===== config.mk =====
export PLATFORM = sky130hd
export DESIGN_NAME = transmitter_ok_flat
export DESIGN_NICKNAME = d
export VERILOG_FILES = /design/src/rtl/transmitter_ok_if.sv /design/src/rtl/transmitter_ok.sv /design/src/flat_wrapper.sv
export SDC_FILE = /design/constraint.sdc
export NUM_CORES = 1
export LEC_CHECK = 0
export ABC_AREA = 1
export BUFFER_PORTS_ARGS = -buffer_cell sky130_fd_sc_hd__buf_2
export CORE_ASPECT_RATIO = 0.75
export CORE_MARGIN = 1.5
export CORE_UTILIZATION = 54
export CTS_BUF_LIST = sky130_fd_sc_hd__clkbuf_4
export CTS_CLUSTER_SIZE = 10
export DETAILED_ROUTE_END_ITERATION = 8
export HOLD_SLACK_MARGIN = 0.03
export PLACE_DENSITY = 0.71
export SYNTH_ARGS = -nofsm -noshare
export SYNTH_HDL_FRONTEND = slang
export SYNTH_SLANG_ARGS = --single-unit

===== constraint.sdc =====
create_clock -name iCLK -period 5.4 [get_ports iCLK]
set_input_delay 1.35 -clock iCLK [delete_from_list [all_inputs] [get_ports iCLK]]
set_output_delay 1.35 -clock iCLK [all_outputs]
set_load 0.005 [all_outputs]

===== src/rtl/transmitter_ok_if.sv =====
// transmitter_ok_if: request/response bundle for the status-string UART transmitter.
//   send_ok  : request "OK\r\n"            (master -> slave)
//   send_err : request "ERROR\r\n"         (master -> slave)
//   txd      : UART serial line, idles high (slave -> master)
//   busy     : message in progress         (slave -> master)
//   SEND_END : one-cycle end-of-message    (slave -> master)
interface transmitter_ok_if;
  logic send_ok;
  logic send_err;
  logic txd;
  logic busy;
  logic SEND_END;

  modport master (
    output send_ok,
    output send_err,
    input  txd,
    input  busy,
    input  SEND_END
  );

  modport slave (
    input  send_ok,
    input  send_err,
    output txd,
    output busy,
    output SEND_END
  );
endinterface


===== src/rtl/transmitter_ok.sv =====
// transmitter_ok: sends "OK\r\n" or "ERROR\r\n" as contiguous 8N1 UART frames on one request.
//   iCLK : system clock, rising edge
//   RST  : synchronous active-high reset
//   bus  : transmitter_ok_if.slave (send_ok, send_err in; txd, busy, SEND_END out)
// CLK_DIV is the number of iCLK cycles per UART bit (minimum 2).
module transmitter_ok #(
  parameter int unsigned CLK_DIV = 434
) (
  input  logic             iCLK,
  input  logic             RST,
  transmitter_ok_if.slave  bus
);

  localparam int unsigned CntW = (CLK_DIV > 1) ? $clog2(CLK_DIV) : 1;
  localparam logic [CntW-1:0] CntMax = CntW'(CLK_DIV - 1);

  typedef enum logic [1:0] {StIdle, StStart, StData, StStop} state_e;

  state_e          state;
  logic [CntW-1:0] baud_cnt;
  logic [2:0]      bit_idx;
  logic [2:0]      byte_idx;
  logic            msg_err;
  logic [7:0]      shift;

  logic       bit_done;
  logic [2:0] last_idx;

  assign bit_done = (baud_cnt == CntMax);
  assign last_idx = msg_err ? 3'd6 : 3'd3;

  // Message ROM: {err, idx} -> byte.
  function automatic logic [7:0] msg_byte(input logic err, input logic [2:0] idx);
    logic [7:0] b;
    case ({err, idx})
      4'b0_000: b = 8'h4F;
      4'b0_001: b = 8'h4B;
      4'b0_010: b = 8'h0D;
      4'b0_011: b = 8'h0A;
      4'b1_000: b = 8'h45;
      4'b1_001: b = 8'h52;
      4'b1_010: b = 8'h52;
      4'b1_011: b = 8'h4F;
      4'b1_100: b = 8'h52;
      4'b1_101: b = 8'h0D;
      4'b1_110: b = 8'h0A;
      default:  b = 8'hFF;
    endcase
    return b;
  endfunction

  always_ff @(posedge iCLK) begin
    bus.SEND_END <= 1'b0;
    if (RST) begin
      state    <= StIdle;
      baud_cnt <= '0;
      bit_idx  <= '0;
      byte_idx <= '0;
      msg_err  <= 1'b0;
      shift    <= '0;
      bus.txd  <= 1'b1;
      bus.busy <= 1'b0;
    end else begin
      case (state)
        StIdle: begin
          if (bus.send_ok || bus.send_err) begin
            // OK wins when both requests arrive together.
            msg_err  <= ~bus.send_ok;
            shift    <= msg_byte(~bus.send_ok, 3'd0);
            baud_cnt <= '0;
            bit_idx  <= '0;
            byte_idx <= '0;
            bus.txd  <= 1'b0;
            bus.busy <= 1'b1;
            state    <= StStart;
          end
        end

        StStart: begin
          if (bit_done) begin
            baud_cnt <= '0;
            bus.txd  <= shift[0];
            shift    <= shift >> 1;
            state    <= StData;
          end else begin
            baud_cnt <= baud_cnt + CntW'(1);
          end
        end

        StData: begin
          if (bit_done) begin
            baud_cnt <= '0;
            if (bit_idx == 3'd7) begin
              bit_idx <= '0;
              bus.txd <= 1'b1;
              state   <= StStop;
            end else begin
              bit_idx <= bit_idx + 3'd1;
              bus.txd <= shift[0];
              shift   <= shift >> 1;
            end
          end else begin
            baud_cnt <= baud_cnt + CntW'(1);
          end
        end

        StStop: begin
          if (bit_done) begin
            baud_cnt <= '0;
            if (byte_idx < last_idx) begin
              // Next frame starts immediately: no idle gap inside a message.
              byte_idx <= byte_idx + 3'd1;
              shift    <= msg_byte(msg_err, byte_idx + 3'd1);
              bus.txd  <= 1'b0;
              state    <= StStart;
            end else begin
              bus.txd      <= 1'b1;
              bus.busy     <= 1'b0;
              bus.SEND_END <= 1'b1;
              state        <= StIdle;
            end
          end else begin
            baud_cnt <= baud_cnt + CntW'(1);
          end
        end

        default: state <= StIdle;
      endcase
    end
  end

endmodule


===== src/flat_wrapper.sv =====
// flat-port wrapper written by rule: the top's interface ports become plain ports
module transmitter_ok_flat 
#(
  parameter int unsigned CLK_DIV = 434
)
  (iCLK, RST, bus_send_ok, bus_send_err, bus_txd, bus_busy, bus_SEND_END);
  transmitter_ok_if bus_i ();
  input  logic iCLK;
  input  logic RST;
  input wire logic [$bits(bus_i.send_ok)-1:0] bus_send_ok;
  input wire logic [$bits(bus_i.send_err)-1:0] bus_send_err;
  output wire logic [$bits(bus_i.txd)-1:0] bus_txd;
  output wire logic [$bits(bus_i.busy)-1:0] bus_busy;
  output wire logic [$bits(bus_i.SEND_END)-1:0] bus_SEND_END;
  assign bus_i.send_ok = bus_send_ok;
  assign bus_i.send_err = bus_send_err;
  assign bus_txd = bus_i.txd;
  assign bus_busy = bus_i.busy;
  assign bus_SEND_END = bus_i.SEND_END;
  transmitter_ok #(.CLK_DIV(CLK_DIV)) u_core (.iCLK(iCLK), .RST(RST), .bus(bus_i));
endmodule

==> impl_metrics.ini <==
[routing]
drc_errors = 0
drt-vias-per-instance = 5.15
drt_wl_total_um = 3710
detail_route.iter0.violations = 72
ant_nets_after_route = 0
drt-wirelength-per-cell_um = 12.3
routed-via-count = 1551
drtPass1Iterations = 4

[die]
design.portCount = 7
coreArea_mm2 = 0.00302
die-height_um = 52.5
die-width_um = 69.0
core.rowCount = 17
die_area_mm2 = 0.00362
initial_utilization_pct = 58.4

[cts]
clock_tree.htree_level_count = 2
cts.path.max_buffers = 2
clk_latency_ns = 0.34
path_clk_slew_ns = 0.09
cts.sinks = 29
tritoncts = done
cts_repair_resize_count = 0
ctsHoldBuffers = 0
cts-buffers-inserted = 5
cts_setup_buffers = 0
cts-root-buf = sky130_fd_sc_hd__clkbuf_4

[global_routing]
number_of_antenna_violations_at_the_first_check_in_global_routing = 0
total_grt_overflow = 0
grt_pass1_wl_um = 6160
grt_pass1_vias = 1327
grt_start_max_net_pins = 14
grt_usage_pct = 23.8

[sta]
worst-slew-pin-transition_ns = 0.475
max_freq_mhz = 450
unrepaired_setup_endpoints_after_global_routing = no
final.min_clock_period_ns = 2.22
post-route-period-util_pct = 41.1
worst_clock_skew_ns = 0.0126
maxSlewHeadroom_pct = 68.0
finalSetupViolations = 0
fin_tns_setup_ns = 0
report.final.hold_viol_count = 0
slew_violations = 0

[yosys]
mappedNetlistArea_mm2 = 0.00176
synth_top_area_share_pct = 32.9
synth.avg_cell_area_um2 = 6.89
synthXorXnorAreaFrac_pct = 0.497
synth_simple_gate_area_share_pct = 34.4
synth_compound_gate_area_share_pct = 14.8
synth_seq_area_share_pct = 32.9
post_synth_fa_ha_maj_area_fraction_pct = 9.94
yosys.area.top_type = sky130_fd_sc_hd__dfxtp_1
synth.distinct_cells = 30
synthesis.nets = 274
synth_cells = 256
synth.area.top_cells = sky130_fd_sc_hd__dfxtp_1, sky130_fd_sc_hd__nand2_1, sky130_fd_sc_hd__ha_1
yosys_register_bits = 29
synth_mux_area_share_pct = 0
synth_top_family_by_area = simple AND/OR/NAND/NOR gates
yosys_warnings = 0

[critical_path]
timing.setup.critical_path_class = primary input to flip-flop
endpoint_kind = flip-flop
reg2reg_from = u_core.state[0]
worstSetupStartpointType = primary input
cpLargestDelayFamily = simple AND/OR/NAND/NOR gates
worstPathBufferInverterCount = 2
worst-r2r-cell-count = 9
timing.critical_path.mode_cell = sky130_fd_sc_hd__a21oi_1
required_ns = 5.62
crit_path_max_incr_delay_ns = 0.28
cell_at_the_slowest_stage_of_the_critical_path = sky130_fd_sc_hd__a21oi_1
worst-path-max-fanout = 10
cells_along_the_critical_path = buf_2 > nor2_1 > nand2_2 > inv_1 > a21oi_1 > nand2_1 > a21oi_1 > nor3_1
cp.arrival_ns = 2.44
worstSetupStartpoint = bus_send_ok
timing.critical_path.depth = 8

[place]
dpl.cell_count = 294
post-dp-hpwl_um = 2790
portBuffers = 6
routabilityCongestion = 0.851

[final_layout]
mostFrequentLayoutCells = sky130_fd_sc_hd__nand2_1, sky130_fd_sc_hd__nor2_1, sky130_fd_sc_hd__dfxtp_1
layout_cells_sized_above_1_pct = 11.4
areaGrowthSynthToFinish_pct = 5.25
antenna-diode-count = 0
stdcell_count = 301
layout_commonest_cell = sky130_fd_sc_hd__nand2_1
nets = 281

[hold_path]
hp-start = u_core.baud_cnt[8]
hold-path-cell-count = 1
worst_hold_path_type = flip-flop to flip-flop

[power]
vdd_ir_drop_max_uv = 396
leakagePower_nw = 0.836
report.power.total_mw = 0.985
power_density_mw_per_mm2 = 531

[run_status]
outcome = finished, final reports clean

[run]
max-cap-violations = 0
==> power breakdown <==
part	leakage, nW	internal, mW	switching [mW]
logic	0.570	0.185	0.355
clock network	0.0292	0.0521	0.0726
registers	0.238	0.272	0.0477
total	0.836	0.510	0.476
==> final timing paths <==
path	end	slack, ns
hold / removal	u_core.baud_cnt[8]	0.48
setup reg to reg	u_core.shift[2]	3.36
setup / recovery	u_core.bit_idx[1]	3.18
hold reg to reg	u_core.baud_cnt[8]	0.48
==> logic make-up (layout without fill, tap and decap cells) <==
kind of cell,Yosys count,after routing
and+or+nand+nor,133,133
DFF,29,29
buffers and inverters,32,39
AOI/OAI and AO/OA,47,47
xor gates and xnor gates,1,1
adders and majority gates,14,14
==> routing by layer <==
| layer | track usage [%] | vias to the layer above | routed length [um] |
|---|---|---|---|
| met2 | 31.3 | 28 | 1370 |
| met1 | 35.8 | 676 | 2120 |
| li1 | - | 842 | - |
| met4 | 6.21 | 0 | 42 |
| met5 | 0 | - | 0 |
| met3 | 8.82 | 5 | 182 |
==> Yosys cell counts (all sizes together) <==
cell type / n
a211oi: 1
a21oi: 22
buf: 5
clkbuf: 1
dfxtp: 29
ha: 14
inv: 26
nand2: 64
nand3: 19
nand4: 1
nor2: 43
nor3: 3
nor3b: 2
o211ai: 1
o21a: 2
o21ai: 19
o21bai: 1
o22ai: 1
or2: 1
xor2: 1
==> state kept, by name, indices dropped and copies added (netlist names) <==
name and count:
u_core.baud_cnt 9, u_core.shift 8, u_core.bit_idx 3, u_core.byte_idx 3, u_core.state 2, u_core.bus.SEND_END 1
u_core.bus.busy 1, u_core.bus.txd 1, u_core.msg_err 1
==> final cells by class <==
| type | count | area (um^2) |
|---|---|---|
| multi-input combinational | 195 | 1050 |
| fill | 305 | 1160 |
| timing repair buffer | 6 | 30.0 |
| clock buffer | 6 | 45.0 |
| clock inverter | 1 | 3.75 |
| tap | 38 | 47.5 |
| inverter | 26 | 97.6 |
| sequential | 29 | 581 |
==> stage by stage <==
stage               worst slack [ns]  utilization (%)  instance area, um^2  hold WS (ns)
finish                          3.18             61.4                 1860         0.476
global route                    2.95             61.4                 1860         0.482
CTS                             3.22             61.4                 1860         0.470
detailed placement              2.85             59.8                 1810         0.457
global placement                2.90             59.8                 1810         0.449
floorplan                       3.13                -                 1760         0.440
(Power assumes the default switching activity.)
